==> src/rtl/bus_parser_pkg.sv <==
// ---------------------------------------------------------------------------
// bus_parser_pkg
// Shared definitions for the ASCII bus request parser and the BRAM core it
// feeds: ASCII protocol characters, parser state encoding, nibble counts for
// each message type and the bus field widths.
// No ports (package).
// ---------------------------------------------------------------------------
package bus_parser_pkg;

    // Bus field widths, shared with the downstream BRAM core
    localparam int ADDR_W = 16;
    localparam int DATA_W = 16;

    // Hex nibbles carried by each message type (address, or address + data)
    localparam int NIB_READ  = 4;
    localparam int NIB_WRITE = 8;

    // Nibble shift buffer is sized for the longest message
    localparam int BUF_W     = NIB_WRITE * 4;
    localparam int NIB_CNT_W = $clog2(NIB_WRITE + 1);

    // ASCII characters that steer the grammar
    localparam logic [7:0] CHAR_R  = 8'h52;
    localparam logic [7:0] CHAR_W  = 8'h57;
    localparam logic [7:0] CHAR_CR = 8'h0D;
    localparam logic [7:0] CHAR_LF = 8'h0A;

    typedef enum logic {
        IDLE    = 1'b0,
        ACQUIRE = 1'b1
    } parser_state_t;

    // Either line ending closes a message
    function automatic logic is_terminator(input logic [7:0] b);
        return (b == CHAR_CR) || (b == CHAR_LF);
    endfunction

    // 'R' or 'W' opens a message (and resynchronises a broken one)
    function automatic logic is_start(input logic [7:0] b);
        return (b == CHAR_R) || (b == CHAR_W);
    endfunction

endpackage

==> src/rtl/bus_request_parser_hex_decoder.sv <==
// ---------------------------------------------------------------------------
// hex_ascii_decoder
// Purely combinational ASCII to hex-nibble conversion.
// Ports:
//   data    in  8  ASCII byte
//   is_hex  out 1  byte is a legal hex digit
//   nibble  out 4  value of the digit (0 when is_hex is 0)
// Parameter ACCEPT_LOWERCASE: when 1, 'a'-'f' are legal digits too.
// ---------------------------------------------------------------------------
module hex_ascii_decoder #(
    parameter bit ACCEPT_LOWERCASE = 1'b1
) (
    input  logic [7:0] data,
    output logic       is_hex,
    output logic [3:0] nibble
);

    // Classify the byte into one of the three digit ranges. For both letter
    // ranges the low nibble of 'A'/'a' is 1, so adding 9 yields 10..15.
    always_comb begin
        is_hex = 1'b0;
        nibble = 4'h0;
        if (data >= 8'h30 && data <= 8'h39) begin
            is_hex = 1'b1;
            nibble = data[3:0];
        end else if (data >= 8'h41 && data <= 8'h46) begin
            is_hex = 1'b1;
            nibble = data[3:0] + 4'd9;
        end else if (ACCEPT_LOWERCASE && data >= 8'h61 && data <= 8'h66) begin
            is_hex = 1'b1;
            nibble = data[3:0] + 4'd9;
        end
    end

endmodule

==> src/rtl/bus_request_parser.sv <==
// ---------------------------------------------------------------------------
// bus_request_parser
// Turns the UART receive byte stream into single-cycle bus requests.
//   Read : 'R' + 4 hex digits + CR/LF
//   Write: 'W' + 4 hex addr + 4 hex data + CR/LF
// Ports:
//   clk      in  1   system clock, rising edge
//   rst_n    in  1   asynchronous active-low reset
//   data_i   in  8   received byte
//   valid_i  in  1   data_i valid this cycle
//   addr_o   out 16  request address (held until next request)
//   wdata_o  out 16  write data, 0 for reads (held until next request)
//   rdata_o  out 16  always 0, filled in by downstream cores
//   rw_o     out 1   1 = write, 0 = read (held until next request)
//   valid_o  out 1   one-cycle request strobe
//   err_o    out 1   one-cycle pulse when a message is discarded
// Parameter ACCEPT_LOWERCASE: accept 'a'-'f' as hex digits.
// ---------------------------------------------------------------------------
module bus_request_parser
    import bus_parser_pkg::*;
#(
    parameter bit ACCEPT_LOWERCASE = 1'b1
) (
    input  logic              clk,
    input  logic              rst_n,
    input  logic [7:0]        data_i,
    input  logic              valid_i,
    output logic [ADDR_W-1:0] addr_o,
    output logic [DATA_W-1:0] wdata_o,
    output logic [DATA_W-1:0] rdata_o,
    output logic              rw_o,
    output logic              valid_o,
    output logic              err_o
);

    parser_state_t          state;
    logic [BUF_W-1:0]       nib_buf;
    logic [NIB_CNT_W-1:0]   nib_cnt;
    logic                   is_write;

    logic                   byte_is_hex;
    logic [3:0]             byte_nibble;
    logic [NIB_CNT_W-1:0]   need;

    hex_ascii_decoder #(
        .ACCEPT_LOWERCASE(ACCEPT_LOWERCASE)
    ) u_hex_decoder (
        .data   (data_i),
        .is_hex (byte_is_hex),
        .nibble (byte_nibble)
    );

    // The read data slot of the bus is owned by the cores further down.
    assign rdata_o = '0;

    // Number of digits the message in flight must carry before its terminator.
    always_comb begin
        need = is_write ? NIB_CNT_W'(NIB_WRITE) : NIB_CNT_W'(NIB_READ);
    end

    // Parser FSM. Strobes default low every cycle so valid_o/err_o are single
    // cycle pulses; the request fields only move when a request is issued.
    // A start character inside a message is treated as the beginning of a new
    // message so a lost terminator costs only one message. Both letter-range
    // checks come after the hex test, which is safe because 'R'/'W' are never
    // hex digits. A terminator seen in IDLE is dropped silently so CR+LF line
    // endings produce a single request.
    always_ff @(posedge clk or negedge rst_n) begin
        if (!rst_n) begin
            state    <= IDLE;
            nib_buf  <= '0;
            nib_cnt  <= '0;
            is_write <= 1'b0;
            addr_o   <= '0;
            wdata_o  <= '0;
            rw_o     <= 1'b0;
            valid_o  <= 1'b0;
            err_o    <= 1'b0;
        end else begin
            valid_o <= 1'b0;
            err_o   <= 1'b0;
            if (valid_i) begin
                case (state)
                    IDLE: begin
                        if (is_start(data_i)) begin
                            state    <= ACQUIRE;
                            is_write <= (data_i == CHAR_W);
                            nib_cnt  <= '0;
                            nib_buf  <= '0;
                        end
                    end
                    ACQUIRE: begin
                        if (byte_is_hex) begin
                            if (nib_cnt < need) begin
                                nib_buf <= {nib_buf[BUF_W-5:0], byte_nibble};
                                nib_cnt <= nib_cnt + 1'b1;
                            end else begin
                                err_o <= 1'b1;
                                state <= IDLE;
                            end
                        end else if (is_terminator(data_i)) begin
                            state <= IDLE;
                            if (nib_cnt == need) begin
                                valid_o <= 1'b1;
                                rw_o    <= is_write;
                                if (is_write) begin
                                    addr_o  <= nib_buf[BUF_W-1:BUF_W-ADDR_W];
                                    wdata_o <= nib_buf[DATA_W-1:0];
                                end else begin
                                    addr_o  <= nib_buf[ADDR_W-1:0];
                                    wdata_o <= '0;
                                end
                            end else begin
                                err_o <= 1'b1;
                            end
                        end else if (is_start(data_i)) begin
                            err_o    <= 1'b1;
                            state    <= ACQUIRE;
                            is_write <= (data_i == CHAR_W);
                            nib_cnt  <= '0;
                            nib_buf  <= '0;
                        end else begin
                            err_o <= 1'b1;
                            state <= IDLE;
                        end
                    end
                    default: begin
                        state <= IDLE;
                    end
                endcase
            end
        end
    end

endmodule

==> config.mk <==
export PLATFORM = sky130hd
export DESIGN_NAME = bus_request_parser
export DESIGN_NICKNAME = d
export VERILOG_FILES = /design/src/rtl/bus_parser_pkg.sv /design/src/rtl/bus_request_parser_hex_decoder.sv /design/src/rtl/bus_request_parser.sv
export SDC_FILE = /design/constraint.sdc
export NUM_CORES = 1
export LEC_CHECK = 0
export BUFFER_PORTS_ARGS = -buffer_cell sky130_fd_sc_hd__buf_4
export CELL_PAD_IN_SITES_DETAIL_PLACEMENT = 2
export CELL_PAD_IN_SITES_GLOBAL_PLACEMENT = 2
export CORE_AREA = 2 2 101 103
export DETAILED_ROUTE_END_ITERATION = 16
export DIE_AREA = 0 0 103 105
export PLACE_DENSITY = 0.85
export SYNTH_ARGS = -nofsm -noshare
export SYNTH_HDL_FRONTEND = slang
export SYNTH_HIERARCHICAL = 1
export SYNTH_SLANG_ARGS = --single-unit
==> constraint.sdc <==
create_clock -name clk -period 5.1 [get_ports clk]
set_input_delay 0.255 -clock clk [delete_from_list [all_inputs] [get_ports clk]]
set_output_delay 0.255 -clock clk [all_outputs]
set_load 0.005 [all_outputs]
==> qor.yml <==
drive_gt1_share_pct: 28.57
cts_setup_buffers: 0
root_buffer: "clkbuf_8"
leakage_nw: 2.194
synth-main-ff-cell: "dfrtp_1"
gp_congestion: 0.7311
synth_most_common_cell: "dfrtp_1"
slowest_stage: "or3_2"
p_comb_share_pct: 4.2
vias: 2630
slew_headroom_pct: 29.54
fin_skew_ps: 8.727
period_share_pct: 56.05
wl_per_cell_um: 18.28
p_int_uw: 820.8
arrival_ps: 3100
antenna_found_initial: 0
final_antenna_net_count: 0
worstSetupPathType: "primary input to register"
cp_max_fo: 33
drt_iter0_markers: 55
grt_max_degree: 74
ys_seq_elements: 73
die_height_um: 105
cts_resized: 0
status: "complete, no violations"
worstMarginPinSlew_ps: 1057
path_clk_slew_ps: 80
slew_violations: 0
grt.overflow.total: 0
min_path_type: "primary input to async pin"
cellPowerDensity_nw_per_um2: 252.9
vias_per_cell: 5.147
power.total_mw: 1.088
async_reset_ff_share_pct: 100.0
netlist_area_um2: 3737
track_usage_pct: 18.84
seq_area_frac_synth_pct: 48.88
switching_power_uw: 267.6
netlist_instances: 333
clk_path_buf_depth: 2
cap_violations: 0
cts_made_buffers: 9
grt_pass1_wl_um: 15670
final_nets: 391
cts_hold_buf: 0
fin_crit_ps: 2859
diodes: 0
tns_ps: 0
cp_common_cell: "inv_1"
cts.sinks: 73
synthTopCellsByCount: "dfrtp_1, nand2_1, o2bb2ai_1"
p_seq_share_pct: 53.4
synthTopCellsByArea: "dfrtp_1, o2bb2ai_1, mux2_2"
syn_area_per_cell_um2: 11.22
yosysTopAreaCell: "dfrtp_1"
io_buffers: 45
placementRows: 36
drt-total-wl_um: 9342
clk-insertion-delay-late_ps: 350
place_ws_ps: 1872
setup_viol: 0
areaGrowthSynthToFinish_pct: 15.17
clockPowerShare_pct: 42.3
ys_types: 50
yosys.area.top_type_share_pct: 48.88
drcViolationCount: 0
crit_chain: "buf_4, inv_1, ha_1, o21bai_1, a21boi_0, or2_1, inv_1, nand4_1, or3_2, mux2_4"
core_area_um2: 9639
grt_pass1_vias: 2907
switching_share_pct: 24.58
tritoncts: "built"
dieArea_um2: 10820
crit_path_start_kind: "primary input"
worst_slack_ps: 2241
htree_levels: 3
dr.pass1.iters: 4
place_hpwl_um: 6469
dieWidth_um: 103
start_util_pct: 38.77
max_freq_mhz: 349.8
finalHoldViolations: 0
synth_edf_count: 0
slowest_delay_ps: 930
yosysWarnings: 6
io_pins: 62
cp.required_ps: 5340
rsz0062_at_grt: "false"
peakVddDrop_mv: 0.1226
endpoint_kind: "register"
layer usage:
layer	track usage, %	share of wire [%]
met1	23.49	42
met2	32.19	53
met3	3.612	2.7
met4	6.391	1.7
met5	0	0
layout by cell type (no fill, tap or decap), types with 2 or more instances in the layout:
cell type / synthesis / final
conb_1: 1 / 16
nand3_1: 3 / 3
nor2_1: 5 / 4
dfrtp_1: 73 / 73
nor3_1: 4 / 4
clkbuf_8: 0 / 9
o21bai_1: 2 / 2
nor2b_1: 4 / 4
nand4_1: 2 / 2
inv_1: 24 / 24
nand2_1: 55 / 55
o2bb2ai_1: 33 / 33
mux2i_1: 18 / 18
nor3b_2: 2 / 2
clkinvlp_4: 0 / 4
mux2_2: 19 / 19
ha_1: 7 / 7
mux2_4: 14 / 14
buf_4: 17 / 49
o2111a_1: 2 / 2
o21ai_0: 2 / 2
nor2_2: 1 / 2
sequential cells by signal, summed over array words and instances, names as in the netlist:
signal    count
addr_o       16
err_o         1
is_write      1
nib_buf      32
nib_cnt       4
rw_o          1
state         1
valid_o       1
wdata_o      16
final timing paths:
| check | startpoint | to | slack (ps) | cells after the start |
|---|---|---|---|---|
| max in group asynchronous | rst_n | addr_o[4] | 4470 | 1 |
| min in group clk | data_i[5] | state | 210 | 4 |
| max | data_i[0] | addr_o[10] | 2240 | 10 |
| min | rst_n | wdata_o[11] | 30 | 1 |
| min reg2reg | nib_buf[23] | nib_buf[27] | 510 | 1 |
| max reg2reg | nib_cnt[2] | addr_o[10] | 2700 | 5 |
final cells by class:
cell class | instances | area (um^2)
well taps | 133 | 166.4
fillers | 1051 | 5335
flip-flops and latches | 73 | 1827
inverters | 24 | 90.09
clock inverters | 6 | 68.82
multi-input cells | 216 | 1657
clock buffers | 10 | 127.6
repair buffers | 49 | 367.9
logic make-up after synthesis:
kind of cell / count (synthesis) / synth area share (%)
AO/OA/AOI/OAI: 50 / 11.52
buffers and inverters: 59 / 8.570
AND/OR/NAND/NOR: 91 / 12.19
XOR/XNOR: 1 / 0.2344
other: 1 / 0.1003
adder cells (fa/ha/maj): 7 / 2.343
multiplexers: 51 / 16.17
flip-flops: 73 / 48.88
critical path, delay by kind of cell:
kind                     cells  cell delay (ps)
multiplexers                 1              470
AND/OR/NAND/NOR              3             1350
AO/OA/AOI/OAI                2              430
buffers and inverters        3              360
adder cells (fa/ha/maj)      1              220
metrics by stage:
stage	hold slack [ps]	cell area [um^2]	utilization, %	instances
5_1_grt	86.20	4304	44.65	511
6_report	30.42	4304	44.65	511
3_3_place_gp	442.9	4108	42.61	495
4_1_cts	66.02	4304	44.65	511
3_5_place_dp	464.2	4108	42.61	495
2_1_floorplan	-40.59	3794	-	348
power by group through the flow:
| stage | registers (mW) | logic, mW | clock network (mW) |
|---|---|---|---|
| global route | 0.582 | 0.0531 | 0.496 |
| finish | 0.581 | 0.0461 | 0.461 |
| global placement | 0.593 | 0.0442 | 0 |
| detailed placement | 0.593 | 0.0474 | 0 |
| floorplan | 0.593 | 0.0281 | 0 |
| CTS | 0.581 | 0.0474 | 0.474 |
(Power assumes the default switching activity.)
